$ cat config.mk
export PLATFORM = sky130hd
export DESIGN_NAME = serial_subtractor
export DESIGN_NICKNAME = d
export VERILOG_FILES = /design/src/rtl/serial_subtractor_pkg.sv /design/src/rtl/serial_subtractor_digit.sv /design/src/rtl/serial_subtractor.sv
export SDC_FILE = /design/constraint.sdc
export NUM_CORES = 1
export LEC_CHECK = 0
export CORE_MARGIN = 2
export CORE_UTILIZATION = 57
export DETAILED_ROUTE_END_ITERATION = 7
export PLACE_DENSITY = 0.95
export SYNTH_ARGS = -nofsm -noshare
export SYNTH_HDL_FRONTEND = slang
export SYNTH_SLANG_ARGS = --single-unit
export TNS_END_PERCENT = 1
$ cat constraint.sdc
create_clock -name clk -period 7.87 [get_ports clk]
set_input_delay 1.1805 -clock clk [delete_from_list [all_inputs] [get_ports clk]]
set_output_delay 1.1805 -clock clk [all_outputs]
set_load 0.02 [all_outputs]
$ cat src/rtl/serial_subtractor_pkg.sv
// rtl/serial_subtractor_pkg.sv - shared types and sizing helpers for the digit-serial subtractor
package serial_subtractor_pkg;

    typedef enum logic [1:0] {
        IDLE = 2'd0,
        RUN  = 2'd1,
        DONE = 2'd2
    } state_e;

    // Number of digit steps needed to cover the full operand width
    function automatic int calc_cycles(input int width, input int digit);
        return width / digit;
    endfunction

    // Digit counter width; never narrower than one bit so CYCLES = 1 still has a register
    function automatic int calc_cnt_w(input int width, input int digit);
        int cyc;
        cyc = width / digit;
        return (cyc <= 1) ? 1 : $clog2(cyc);
    endfunction

endpackage

$ cat src/rtl/serial_subtractor_digit.sv
// rtl/serial_subtractor_digit.sv - one-digit ripple adder slice built from full adder cells
module full_adder (
    input  logic a_i,
    input  logic b_i,
    input  logic c_i,
    output logic s_o,
    output logic c_o
);

    // Single-bit sum and majority carry
    always_comb begin
        s_o = a_i ^ b_i ^ c_i;
        c_o = (a_i & b_i) | (a_i & c_i) | (b_i & c_i);
    end

endmodule

module subtract_digit #(
    parameter int DIGIT = 4
) (
    input  logic [DIGIT-1:0] x,
    input  logic [DIGIT-1:0] y_inv,
    input  logic             cin,
    output logic [DIGIT-1:0] s,
    output logic             cout
);

    // The subtrahend arrives pre-inverted, so x + y_inv + cin is x - y - borrow in
    logic [DIGIT:0] carry;

    assign carry[0] = cin;
    assign cout     = carry[DIGIT];

    for (genvar i = 0; i < DIGIT; i++) begin : g_bit
        full_adder u_fa (
            .a_i (x[i]),
            .b_i (y_inv[i]),
            .c_i (carry[i]),
            .s_o (s[i]),
            .c_o (carry[i+1])
        );
    end

endmodule

$ cat src/rtl/serial_subtractor.sv
// rtl/serial_subtractor.sv - digit-serial two's-complement subtractor with valid/ready handshakes
module serial_subtractor
    import serial_subtractor_pkg::*;
#(
    parameter int WIDTH = 32,
    parameter int DIGIT = 4
) (
    input  logic             clk,
    input  logic             rst_n,
    input  logic             in_valid,
    output logic             in_ready,
    input  logic [WIDTH-1:0] a,
    input  logic [WIDTH-1:0] b,
    input  logic             bin,
    output logic             out_valid,
    input  logic             out_ready,
    output logic [WIDTH-1:0] diff,
    output logic             bout,
    output logic             overflow,
    output logic             busy
);

    localparam int CYCLES = calc_cycles(WIDTH, DIGIT);
    localparam int CNT_W  = calc_cnt_w(WIDTH, DIGIT);
    localparam int MSB    = WIDTH - 1;

    if (DIGIT < 1 || (WIDTH % DIGIT) != 0) begin : g_bad_digit
        $error("serial_subtractor: DIGIT must divide WIDTH");
    end

    state_e            state_q, state_d;
    logic [WIDTH-1:0]  a_q, a_d;
    logic [WIDTH-1:0]  nb_q, nb_d;
    logic [WIDTH-1:0]  res_q, res_d;
    logic [CNT_W-1:0]  cnt_q, cnt_d;
    logic              carry_q, carry_d;
    logic [WIDTH-1:0]  diff_q, diff_d;
    logic              bout_q, bout_d;
    logic              ovf_q, ovf_d;

    int                dig_idx;
    logic [DIGIT-1:0]  dig_a;
    logic [DIGIT-1:0]  dig_nb;
    logic [DIGIT-1:0]  dig_s;
    logic              dig_cout;
    logic [WIDTH-1:0]  res_upd;
    logic              last_dig;

    // Select the active digit of each latched operand
    always_comb begin
        dig_idx  = int'(cnt_q) * DIGIT;
        dig_a    = a_q[dig_idx +: DIGIT];
        dig_nb   = nb_q[dig_idx +: DIGIT];
        last_dig = (cnt_q == CNT_W'(CYCLES - 1));
    end

    subtract_digit #(
        .DIGIT (DIGIT)
    ) u_digit (
        .x     (dig_a),
        .y_inv (dig_nb),
        .cin   (carry_q),
        .s     (dig_s),
        .cout  (dig_cout)
    );

    // Merge the freshly computed digit into the partial result
    always_comb begin
        res_upd                    = res_q;
        res_upd[dig_idx +: DIGIT]  = dig_s;
    end

    // Next-state logic for the FSM, datapath and result flags
    always_comb begin
        state_d = state_q;
        a_d     = a_q;
        nb_d    = nb_q;
        res_d   = res_q;
        cnt_d   = cnt_q;
        carry_d = carry_q;
        diff_d  = diff_q;
        bout_d  = bout_q;
        ovf_d   = ovf_q;
        case (state_q)
            IDLE: begin
                if (in_valid) begin
                    a_d     = a;
                    nb_d    = ~b;
                    carry_d = ~bin;
                    cnt_d   = '0;
                    res_d   = '0;
                    state_d = RUN;
                end
            end
            RUN: begin
                res_d   = res_upd;
                carry_d = dig_cout;
                cnt_d   = cnt_q + CNT_W'(1);
                if (last_dig) begin
                    diff_d  = res_upd;
                    bout_d  = ~dig_cout;
                    // nb_q holds ~b, so equal MSBs here mean the operand signs differ
                    ovf_d   = (a_q[MSB] == nb_q[MSB]) && (res_upd[MSB] != a_q[MSB]);
                    cnt_d   = '0;
                    state_d = DONE;
                end
            end
            DONE: begin
                if (out_ready) begin
                    state_d = IDLE;
                end
            end
            default: state_d = IDLE;
        endcase
    end

    // State and datapath registers; reset aborts any transaction in flight
    always_ff @(posedge clk or negedge rst_n) begin
        if (!rst_n) begin
            state_q <= IDLE;
            a_q     <= '0;
            nb_q    <= '0;
            res_q   <= '0;
            cnt_q   <= '0;
            carry_q <= 1'b0;
            diff_q  <= '0;
            bout_q  <= 1'b0;
            ovf_q   <= 1'b0;
        end else begin
            state_q <= state_d;
            a_q     <= a_d;
            nb_q    <= nb_d;
            res_q   <= res_d;
            cnt_q   <= cnt_d;
            carry_q <= carry_d;
            diff_q  <= diff_d;
            bout_q  <= bout_d;
            ovf_q   <= ovf_d;
        end
    end

    assign in_ready  = (state_q == IDLE);
    assign out_valid = (state_q == DONE);
    assign busy      = (state_q != IDLE);
    assign diff      = diff_q;
    assign bout      = bout_q;
    assign overflow  = ovf_q;

endmodule

Yosys cells after proc, flatten, opt, wreduce, memory -nomap -nowiden
Cells that the tools add are included.
{ "word_totals": {"output_inout_bits": 37, "reg_bits": 136, "word_cells": 74, "inputBits": 69} }
{ "classes": {"reduce_logical": 8, "n_mux": 12, "n_eq_ne": 8, "bitwise": 31, "add_sub_neg": 2, "shift": 4} }
{ "ops": {"columns": ["operator", "count"], "rows": [
  ["$pmux 32 s2", 1],
  ["$shiftx 32x6->4", 2],
  ["$neg 5->33", 1],
  ["$shift 4x33->32 const A", 1],
  ["$shiftx 4x33->32", 1],
  ["$bwmux 32", 1],
  ["$mux 32", 1],
  ["$not 32->32", 1],
  ["$and 1x1->1", 12],
  ["$or 1x1->1", 8],
  ["$xor 1x1->1", 8],
  ["$mux 2", 3],
  ["$mux 3", 2],
  ["$pmux 2 s3", 1],
  ["$pmux 3 s2", 1],
  ["$reduce_and 2->1", 3],
  ["$ne 2x2->1 const B", 2],
  ["$reduce_bool 2->1", 2],
  ["$add 3x1->3 const B", 1],
  ["$eq 3x3->1 const B", 1],
  ["$reduce_and 3->1", 1],
  ["$eq 2x1->1 const B", 1],
  ["$eq 2x2->1 const B", 1],
  ["$logic_not 2->1", 1],
  ["7 further kinds", 8]
]} }

Longest topological paths before layout
{ "depth": {"depth_word": 15, "ltp_mapped": 14, "mapped_depth_nobuf": 12} }

Cells and area by module
A second synthesis with hierarchy kept.
{ "hier_totals": {"cells_unflattened": 602, "area_unflattened_um2": 6178.4} }
{ "modules_own_cells": {"columns": ["mod", "n_inst", "cells_each", "area_per_inst_um2"], "rows": [
  ["serial_subtractor", 1, 598, 6098.3],
  ["full_adder", 4, 1, 20.0]
]} }

Worst setup path before layout
No wires, ideal clock.
{ "synth_timing": {"path_type": "register to register", "startpoint": "register cnt_q[1]", "endpoint": "register ovf_q, in the netlist overflow", "required_ns": 7.746, "path_buffers": 3, "synth_period_minus_slack_ns": 3.489, "path_stages_with_launch": 13, "arrival_time_ns": 3.365, "slack_ns": 4.381, "cell_sequence": "dfrtp_1 -> clkbuf_1 -> clkbuf_1 -> mux4_2 -> mux2i_1 -> fa_1 -> fa_1 -> fa_1 -> clkbuf_2 -> inv_1 -> mux2i_4 -> and3_1 -> o31a_1"} }
{ "synth_between": {"elab_chain_len": 15} }
{ "synth_rtl": {"columns": ["element", "line_no", "rtl"], "rows": [
  ["start, declared", "serial_subtractor.sv:35", "logic [CNT_W-1:0] cnt_q, cnt_d;"],
  ["start signal, assigned", "serial_subtractor.sv:134", "cnt_q <= cnt_d;"],
  ["$shiftx 32x6->4 (on tied branches)", "serial_subtractor.sv:52, serial_subtractor.sv:53", null],
  ["$and 1x1->1", "serial_subtractor_digit.sv:13", "c_o = (a_i & b_i) | (a_i & c_i) | (b_i & c_i);"],
  ["$or 1x1->1 (2 in series)", "serial_subtractor_digit.sv:13", null],
  ["$and 1x1->1", "serial_subtractor_digit.sv:13", null],
  ["$or 1x1->1 (2 in series)", "serial_subtractor_digit.sv:13", null],
  ["$and 1x1->1", "serial_subtractor_digit.sv:13", null],
  ["$or 1x1->1 (2 in series)", "serial_subtractor_digit.sv:13", null],
  ["$xor 1x1->1", "serial_subtractor_digit.sv:12", "s_o = a_i ^ b_i ^ c_i;"],
  ["$shiftx 4x33->32", "serial_subtractor.sv:70", "res_upd[dig_idx +: DIGIT] = dig_s;"],
  ["$bwmux 32", "serial_subtractor.sv:70", null],
  ["$ne 1x1->1", "serial_subtractor.sv:103", "ovf_d = (a_q[MSB] == nb_q[MSB]) && (res_upd[MSB] != a_q[MSB]);"],
  ["$logic_and 1x1->1", "serial_subtractor.sv:103", null],
  ["end signal, assigned", "serial_subtractor.sv:138", "ovf_q <= ovf_d;"],
  ["end, declared", "serial_subtractor.sv:39", "logic ovf_q, ovf_d;"]
]} }
Several ways; a longest one is shown, not always the timed one.
A chain may end at the register's enable or synchronous reset.

Final worst setup path
{ "layout_timing": {"startpoint": "register cnt_q[0]", "endpoint": "register ovf_q, in the netlist overflow"} }
Same word-level chain as after synthesis.

==> metrics.md <==
| Metric | Value |
|---|---|
| Reg2reg end | overflow |
| Worst Hold Class | reg -> reg |
| RSZ-0062 raised after global routing | false |
| CTS HTree Levels | 4 |
| Layout Cells excl Fill | 839 |
| Die Ht | 108 um |
| Worst setup path category | reg -> reg |
| Row Count | 38 |
| Vias in the first global route | 5164 |
| Cts hold-fix bufs | 0 |
| Drt wl/cell | 18.9 um |
| Post-cts resize count | 0 |
| Slew margin rel. | around a quarter |
| Worst reg-to-reg path cell count | 13 |
| Seq pwr share | between 30 and 40% |
| Worst reg2reg path startpoint | cnt_q[0] |
| Switching Fraction | 42.1% |
| Worst hold stages | 2 |
| CP required | slightly above 8000 ps |
| Vias | just over 5000 |
| Final Hold Vio Count | 0 |
| Worst VDD drop | 334 uV |
| F_max | 0.241 GHz |
| Largest fanout on the critical path | 19 |
| DRT Wirelength | 15.9 mm |
| Comb power frac | 46.3% |
| Initial antenna violation count | 0 |
| Clock Path Buffers | 2 |
| Slowest CP cell | dfrtp_1 |
| Clock power frac | around 22% |
| Routed Antenna Nets | 0 |
| Main flop type after synthesis | dfrtp_1 |
| Vias/cell | 6.06 |
| TritonCTS buffer count | 17 |
| Crit path depth | 13 |
| Postcts setup bufs | 0 |
| HP Start | diff[13] |
| Status | finished clean |
| Hold path endpoint | diff[13] |
| Post-Route Setup TNS | 0 ps |
| Pre-antenna DRT Iters | 6 |
| Count of pins over their slew limit | 0 |
| Syn nets | around 680 |
| N_diodes | 0 |
| Util after Layout | 73.5% |
| Clock Sinks | 136 |
| Avg Inst Size Synth | 10.3 sq um |
| Post-synth EDFFs | 0 |
| Register area | 3400 sq um |
| Max-cap violations | 0 |
| Layout cells sized above 1 | 8.58% |
| DRT iter0 DRCs | 350 |
| CTS tree | done |
| Clock-pin slew on the worst setup and hold paths | 60 ps |
| Top cell by count, worst path | fa_1 |
| Setup Skew | 8.31 ps |
| Sw power | roughly 0.0016 W |
| Period utilization | 52.7% |
| Die X | 108 um |
| Placed Instances | 807 |
| Clk root buf | clkbuf_8 |
| Port-buffer cells | approximately 110 |
| Clock latency on the worst-skew pair | 530 ps |
| Fill count | 712 |
| Final Critical Period | 4150 ps |
| First-pass GRT wire length | 25.5 mm |
| Initial Util | 57.8% |
| CP startpoint kind | flop |
| Crit end category | flop |
| DR DRC count | 0 |
| Delay-heaviest family, CP | adder cells |
| Core area | 10700 sq um |
| Global placement routability congestion | 0.885 |
| Worst Path Arrival | 4560 ps |
| R2R Setup Slk | roughly 3700 ps |
| Finish-stage setup viols | 0 |
| Yosys warnings | 0 |
| Post-DP HPWL | 10.5 mm |
| Nets | roughly 760 |
| Slew @ Worst Pin | 1110 ps |
| Die area | 11700 sq um |
| Area grow syn2layout | 27.2% |
| Largest net degree at the start of global routing | 91 |
| Mapped Area | 6180 sq um |
| CP peak stage delay | about 700 ps |
| Number of distinct library cells after synthesis | 47 |
| Total track usage | 28.9% |
| Cells after Synth | 602 |
| Number of synthesized register bits | 136 |
| GRT overflow | 0 |
| Async S/R FF share, synth | between 90% and 100% |
| Cells along the critical path | buf_4, mux4_2, nand2_1, nand2_1, fa_1, inv_1, fa_1, fa_1, fa_1, inv_1, mux2i_4, and3_1, o31a_1 |
| P_int | 0.00218 W |
| I/O pin count | around 110 |
| Pleak | approximately 3.6 nW |
| Multi-input gate area | 2550 sq um |
| Pwr Density | ~480 nW/um^2 |
| Sequential-to-total area share from yosys stat | 55.1% |
| WP buf/inv | 3 |
==> power by group through the flow <==
stage	combinational [W]	clock [W]	sequential [W]
after floorplan	0.00115	0	0.00118
after global placement	0.00159	0	0.00117
after detailed placement	0.00168	0	0.00120
after CTS	0.00173	0.000820	0.00120
after global routing	0.00189	0.000848	0.00123
final	0.00174	0.000817	0.00120
==> cells in the mapped netlist (3+ instances only) <==
library cell,count,area share [%]
o41ai_1,3,0.43
fa_1,4,1.3
clkbuf_1,34,2.1
dfrtp_1,136,55
a32o_1,4,0.65
nand3_1,6,0.49
nor3_1,11,0.89
buf_2,6,0.49
nand2b_1,5,0.51
nor2_1,17,1.0
ha_1,4,0.81
nand2_1,176,11
mux2i_1,25,4.0
o2bb2ai_1,4,0.57
o21ai_0,75,6.1
inv_1,10,0.61
a22o_1,16,2.3
mux4_2,16,5.8
a21oi_1,12,0.97
==> cell families after synthesis <==
family                   count (synthesis)  share of synthesized area [%]
adder cells (fa/ha/maj)                  8                           2.11
AO/OA/AOI/OAI                          125                           12.4
multiplexers                            43                           10.4
flip-flops                             136                           55.1
AND/OR/NAND/NOR                        235                           16.3
buffers and inverters                   55                           3.73
==> how the worst max path moves through the flow <==
stage	to	from
finish	overflow	cnt_q[0]
global route	overflow	cnt_q[0]
CTS	overflow	cnt_q[0]
detailed placement	overflow	cnt_q[0]
global placement	overflow	cnt_q[0]
floorplan	overflow	cnt_q[1]
==> registers in the layout, summed over array words and instances, names as in the netlist <==
signal    cells
a_q          32
bout          1
carry_q       1
cnt_q         3
diff         32
nb_q         32
overflow      1
res_q        32
state_q       2
==> worst register-to-register path: stages, from the launching register on <==
cell     delay [ps]
dfrtp_1         700
buf_4           420
mux4_2          570
nand2_1          80
nand2_1          70
fa_1            390
inv_1            80
fa_1            190
fa_1            200
fa_1            570
inv_1           200
mux2i_4         100
and3_1          180
o31a_1          260
==> through the flow <==
step	setup WS, ps	cell area [sq um]	hold WS [ps]	power, W
2_1_floorplan	4380	6180	440	0.00233
3_5_place_dp	3780	7250	461	0.00288
6_report	3720	7860	477	0.00376
4_1_cts	3720	7860	476	0.00375
5_1_grt	3530	7860	501	0.00396
3_3_place_gp	3960	7250	455	0.00276
==> cell type report <==
class	count	area share (%)
clock buffer	20	5.54
clock inverter	12	2.23
inverter	11	0.525
multi-input combinational	411	32.4
sequential	136	43.3
tap	140	2.23
timing repair buffer	109	13.7
==> placed cells by master (no fill, tap or decap), drive strengths merged, types with 3 or more instances in the layout <==
cell and instances:
clkbuf 20, ha 4, nor2 17, nand3 6, clkinvlp 6, bufinv 4
o41ai 3, nor3 13, inv 11, nand2b 5, fa 4, buf 5
mux2i 26, dfrtp 136, a32o 4, o2bb2ai 4, o21ai 75, a21oi 12
a22o 16, nand2 176, mux4 16, clkdlybuf4s50 104
==> per-layer routing <==
layer | GRT usage (%) | wire length [um]
met4 | 13.4 | 600
met2 | 49.9 | 8260
met1 | 34.8 | 5910
met5 | 0 | 0
met3 | 6.45 | 1130
Power figures use the tool's default switching activity.
